**src/rtl/i2s_rx_pkg.sv**
```systemverilog
// Shared I2S framing constants and helpers for the I2S receiver.
package i2s_rx_pkg;

    localparam int I2S_SLOT_BITS = 32;
    localparam int I2S_CNT_W     = 6;

    localparam logic I2S_LEFT  = 1'b0;
    localparam logic I2S_RIGHT = 1'b1;

    function automatic logic [I2S_CNT_W-1:0] cnt_sat_inc(input logic [I2S_CNT_W-1:0] cnt);
        return (cnt == '1) ? cnt : cnt + 1'b1;
    endfunction

endpackage

```
**src/rtl/i2s_rx.sv**
```systemverilog
// I2S receiver: oversampled BCLK/LRCLK, MSB-first slots, stereo pairs out on valid/ready.
// Optional slot-length check enabled by `define I2S_RX_FRAME_CHECK_EN.
module i2s_rx
    import i2s_rx_pkg::*;
#(
    parameter int DATA_BITS = 24
) (
    input  logic                 clk,
    input  logic                 rst_n,
    input  logic                 bclk_rising,
    input  logic                 lrclk,
    input  logic                 sdata,
    output logic [DATA_BITS-1:0] left_data,
    output logic [DATA_BITS-1:0] right_data,
    output logic                 out_valid,
    input  logic                 out_ready,
    output logic                 overrun,
    input  logic                 overrun_clr,
    output logic                 frame_err
);

    localparam logic [I2S_CNT_W-1:0] DATA_CNT = I2S_CNT_W'(DATA_BITS);

    logic [I2S_CNT_W-1:0] bit_cnt_q,    bit_cnt_d;
    logic                 lrclk_prev_q, lrclk_prev_d;
    logic                 armed_q,      armed_d;
    logic [DATA_BITS-1:0] shreg_q,      shreg_d;
    logic [DATA_BITS-1:0] left_hold_q,  left_hold_d;
    logic                 left_seen_q,  left_seen_d;
    logic [DATA_BITS-1:0] left_data_q,  left_data_d;
    logic [DATA_BITS-1:0] right_data_q, right_data_d;
    logic                 out_valid_q,  out_valid_d;
    logic                 overrun_q,    overrun_d;

    logic                 lr_edge;
    logic [I2S_CNT_W-1:0] cnt_next;
    logic [DATA_BITS-1:0] word;
    logic                 publish;

    always_comb begin
        bit_cnt_d    = bit_cnt_q;
        lrclk_prev_d = lrclk_prev_q;
        armed_d      = armed_q;
        shreg_d      = shreg_q;
        left_hold_d  = left_hold_q;
        left_seen_d  = left_seen_q;
        left_data_d  = left_data_q;
        right_data_d = right_data_q;
        out_valid_d  = out_valid_q;
        overrun_d    = overrun_q;
        publish      = 1'b0;

        lr_edge  = (lrclk != lrclk_prev_q);
        cnt_next = cnt_sat_inc(bit_cnt_q);
        word     = {shreg_q[DATA_BITS-2:0], sdata};

        if (out_valid_q && out_ready) out_valid_d = 1'b0;
        if (overrun_clr)              overrun_d   = 1'b0;

        if (bclk_rising) begin
            lrclk_prev_d = lrclk;
            if (lr_edge) begin
                // Slot start: this strobe is the delay bit, sdata ignored.
                armed_d   = 1'b1;
                bit_cnt_d = '0;
                if (armed_q && (bit_cnt_q < DATA_CNT) && (lrclk_prev_q == I2S_LEFT))
                    left_seen_d = 1'b0;
            end else if (armed_q) begin
                bit_cnt_d = cnt_next;
                if (cnt_next <= DATA_CNT) shreg_d = word;
                if (cnt_next == DATA_CNT) begin
                    if (lrclk_prev_q == I2S_LEFT) begin
                        left_hold_d = word;
                        left_seen_d = 1'b1;
                    end else if (left_seen_q) begin
                        publish = 1'b1;
                    end
                end
            end
        end

        if (publish) begin
            left_data_d  = left_hold_q;
            right_data_d = word;
            out_valid_d  = 1'b1;
            left_seen_d  = 1'b0;
            if (out_valid_q && !out_ready) overrun_d = 1'b1;
        end
    end

    always_ff @(posedge clk or negedge rst_n) begin
        if (!rst_n) begin
            bit_cnt_q    <= '0;
            lrclk_prev_q <= 1'b0;
            armed_q      <= 1'b0;
            shreg_q      <= '0;
            left_hold_q  <= '0;
            left_seen_q  <= 1'b0;
            left_data_q  <= '0;
            right_data_q <= '0;
            out_valid_q  <= 1'b0;
            overrun_q    <= 1'b0;
        end else begin
            bit_cnt_q    <= bit_cnt_d;
            lrclk_prev_q <= lrclk_prev_d;
            armed_q      <= armed_d;
            shreg_q      <= shreg_d;
            left_hold_q  <= left_hold_d;
            left_seen_q  <= left_seen_d;
            left_data_q  <= left_data_d;
            right_data_q <= right_data_d;
            out_valid_q  <= out_valid_d;
            overrun_q    <= overrun_d;
        end
    end

`ifdef I2S_RX_FRAME_CHECK_EN
    localparam logic [I2S_CNT_W-1:0] LAST_SLOT_CNT = I2S_CNT_W'(I2S_SLOT_BITS - 1);

    logic frame_err_q, frame_err_d;

    // armed_q low marks the first edge after reset, which is exempt.
    always_comb begin
        frame_err_d = frame_err_q;
        if (bclk_rising && lr_edge && armed_q && (bit_cnt_q != LAST_SLOT_CNT))
            frame_err_d = 1'b1;
    end

    always_ff @(posedge clk or negedge rst_n) begin
        if (!rst_n) frame_err_q <= 1'b0;
        else        frame_err_q <= frame_err_d;
    end

    assign frame_err = frame_err_q;
`else
    assign frame_err = 1'b0;
`endif

    assign left_data  = left_data_q;
    assign right_data = right_data_q;
    assign out_valid  = out_valid_q;
    assign overrun    = overrun_q;

endmodule

```
**config.mk**
```make
export PLATFORM = sky130hd
export DESIGN_NAME = i2s_rx
export DESIGN_NICKNAME = d
export VERILOG_FILES = /design/src/rtl/i2s_rx_pkg.sv /design/src/rtl/i2s_rx.sv
export SDC_FILE = /design/constraint.sdc
export NUM_CORES = 1
export LEC_CHECK = 0
export CELL_PAD_IN_SITES_DETAIL_PLACEMENT = 0
export CELL_PAD_IN_SITES_GLOBAL_PLACEMENT = 1
export CORE_AREA = 2 2 102 104
export DETAILED_ROUTE_END_ITERATION = 12
export DIE_AREA = 0 0 104 106
export PLACE_DENSITY_LB_ADDON = 0.3
export SYNTH_ARGS = -nofsm -noshare
export SYNTH_HDL_FRONTEND = slang
export SYNTH_SLANG_ARGS = --single-unit
```
**constraint.sdc**
```tcl
create_clock -name clk -period 2.5 [get_ports clk]
set_input_delay 0.625 -clock clk [delete_from_list [all_inputs] [get_ports clk]]
set_output_delay 0.625 -clock clk [all_outputs]
set_load 0.05 [all_outputs]
```
==> results of run 1 <==
==> per-stage QoR <==
stage | instances | setup TNS (ns) | utilization
floorplan | 286 | 0 | -
global placement | 476 | -15.31 | 0.515
detailed placement | 476 | -16.80 | 0.515
CTS | 492 | 0 | 0.533
global route | 492 | 0 | 0.533
finish | 492 | 0 | 0.533
==> per-layer routing <==
layer | part of all wire | wire length, um | up-vias | GRT usage
met5 | 0 | 0 | - | 0
met4 | 0.019 | 136 | 0 | 0.0637
met3 | 0.030 | 219 | 10 | 0.0288
met2 | 0.47 | 3420 | 43 | 0.219
met1 | 0.48 | 3540 | 1232 | 0.199
li1 | - | - | 1157 | -
==> kinds of logic (layout without fill, tap and decap cells) <==
kind of cell | after synthesis | after routing | share of synthesized area
other cells | 1 | 1 | 0.000859
buf+inv | 17 | 87 | 0.0232
flops | 106 | 106 | 0.608
fa+ha+maj | 2 | 2 | 0.00573
xor+xnor | 1 | 1 | 0.00201
simple gates | 36 | 36 | 0.0530
mux | 96 | 96 | 0.265
compound gates | 27 | 27 | 0.0427
==> power breakdown <==
group / switching, W / total (W) / leakage (nW) / internal [W]
Sequential: 0.000152 / 0.00201 / 1.44 / 0.00186
Clock: 0.000612 / 0.000989 / 0.0890 / 0.000378
Combinational: 0.000144 / 0.000333 / 0.989 / 0.000189
Total: 0.000908 / 0.00333 / 2.52 / 0.00242
==> cells in the final DEF, fill, tap and decap left out, types with 2 or more instances in the layout <==
cell type	count
dfrtp_1	106
clkbuf_8	9
clkdlybuf4s50_1	55
clkinvlp_4	2
buf_12	4
nand4b_1	2
mux2_4	20
nand2b_1	5
and2_1	2
a21oi_1	5
nand3_1	2
mux2_1	2
ha_1	2
a31oi_1	5
inv_1	4
nand2_1	11
o21ai_0	8
buf_4	8
mux2_2	74
nor2_1	3
inv_6	2
==> sequential cells by signal, indices dropped and copies added, names as in the netlist <==
name / flops
left_data: 24
bit_cnt_q: 6
right_data: 24
left_hold_q: 24
shreg_q: 23
armed_q: 1
overrun: 1
out_valid: 1
lrclk_prev_q: 1
left_seen_q: 1
==> cell type report <==
cell class / count / area, um^2
Inverter: 4 / 15.0
Sequential cell: 106 / 2650
Fill cell: 874 / 4670
Clock buffer: 9 / 124
Tap cell: 136 / 170
Multi-Input combinational cell: 163 / 1620
Timing Repair Buffer: 67 / 691
Clock inverter: 7 / 62.6
==> path summary, 6_finish.rpt <==
path                                  end             from  slack (ns)  cells past startpoint
max in group asynchronous  right_data[14]            rst_n        1.58                      2
hold / removal             left_hold_q[8]            rst_n        0.22                      1
hold reg to reg             left_data[10]  left_hold_q[10]        0.50                      1
min in group clk            left_data[10]  left_hold_q[10]        0.50                      1
setup / recovery            left_data[10]            lrclk        0.13                      8
setup reg to reg           left_hold_q[2]     bit_cnt_q[0]        0.20                      7
==> results.sh, run 1 <==
export IMPL_post_dp_hpwl_um=4880
export IMPL_synthArstFlopShare=1.00
export IMPL_relSlewSlack=0.645
export IMPL_yosysWarnings=0
export IMPL_antenna_found_initial=0
export IMPL_htree_num_levels=3
export IMPL_yosys_most_used_dff="dfrtp_1"
export IMPL_post_cts_buffers=0
export IMPL_grt_total_usage=0.143
export IMPL_drive_gt1_frac=0.374
export IMPL_cp_num_buf_inv=2
export IMPL_placed_area_mm2=0.00514
export IMPL_cp_slowest_stage_delay_ns=0.43
export IMPL_syn_inst=286
export IMPL_chipWidth_um=104
export IMPL_drt_total_wl_um=7320
export IMPL_power_density_mw_per_mm2=625
export IMPL_fmaxAchievable_mhz=422
export IMPL_period_minus_slack_ns=2.37
export IMPL_finalHoldViolations=0
export IMPL_clock_sinks=106
export IMPL_grt_pass1_vias=2441
export IMPL_status="completed"
export IMPL_synth_cell_types=40
export IMPL_timing_final_ws_setup_ns=0.128
export IMPL_first_pass_iters=4
export IMPL_setup_viol=0
export IMPL_synth_top_cell_area_share=0.608
export IMPL_initial_core_util=0.437
export IMPL_cts_hold_buffers_added=0
export IMPL_finalCritPeriodShare=0.949
export IMPL_syn_avg_cell_area_um2=15.3
export IMPL_portBuffers=56
export IMPL_core_mm2=0.0100
export IMPL_p_leak_nw=2.52
export IMPL_cp_top_family="simple AND/OR/NAND/NOR gates"
export IMPL_rows=37
export IMPL_cp_max_fo=32
export IMPL_crit_type="input port to register"
export IMPL_cts_tree="built"
export IMPL_overflow=0
export IMPL_gp_congestion=0.770
export IMPL_cts_buffer_depth=2
export IMPL_slew_viol_final=0
export IMPL_hold_ws_ns=0.221
export IMPL_vias_per_cell=4.96
export IMPL_hp_class="input port to async pin"
export IMPL_synth_edff_count=0
export IMPL_dieArea_mm2=0.0110
export IMPL_fp_dieH_um=106
export IMPL_numCtsBuffers=9
export IMPL_peakVddDrop_mv=0.263
export IMPL_worst_pin_slew_ns=0.532
export IMPL_wire_per_inst_um=14.9
export IMPL_design_area_mm2=0.00533
export IMPL_clock_latency_ns=0.37
export IMPL_syn_area_mm2=0.00437
export IMPL_antenna_left=0
export IMPL_worst_ep_required_time_ns=2.75
export IMPL_start_kind="input port"
export IMPL_cpMaxStageDelayCell="clkdlybuf4s50_1"
export IMPL_synth_seq_area_share=0.608
export IMPL_area_delta_synth_final_pct=22.1
export IMPL_grt_pass1_wl_um=12500
export IMPL_cts_root_buf="clkbuf_8"
export IMPL_grt_max_degree=45
export IMPL_synth_area_leaders="dfrtp_1 (61%), mux2_2 (19%), mux2_4 (6.9%)"
export IMPL_ctsResizeCount=0
export IMPL_cp_arrival_ns=2.63
export IMPL_synth_largest_area_cell="dfrtp_1"
export IMPL_clock_skew_ns=0.0141
export IMPL_nets=360
export IMPL_maxCapViolations=0
export IMPL_clkTransAtPathRegs_ns=0.10
export IMPL_synth_nets=295
export IMPL_place_worst_setup_slack_ns=-0.240
export IMPL_rsz0062_at_grt="false"
export IMPL_yosys_top_cells_count="dfrtp_1 (106), mux2_2 (74), mux2_4 (20), nand2_1 (11), o21ai_0 (8)"
export IMPL_ys_ff_latch=106
export IMPL_n_antenna_cell=0
export IMPL_crit_chain="clkdlybuf4s50_1 > ha_1 > nor2b_4 > nand2_1 > nor4_1 > nand3_2 > buf_12 > mux2_1"
export IMPL_vias=2442
export IMPL_initialDrtViolationCount=44
export IMPL_end_kind="register"
export IMPL_drc_errors=0
export IMPL_yosysMostFrequentCell="dfrtp_1"
export IMPL_total_power_w=0.00333
export IMPL_io_pins=58
No activity file was read; power rests on OpenSTA's default activity.
==> inputs of run 2 (changes only) <==
==> constraint.sdc (replaced) <==
create_clock -name clk -period 2.5 [get_ports clk]
set_input_delay 0.625 -clock clk [delete_from_list [all_inputs] [get_ports clk]]
set_output_delay 0.625 -clock clk [all_outputs]
set_load 0.02 [all_outputs]
==> results of run 2 <==
Same layout as run 1 (identical final DEF). Status: completed.
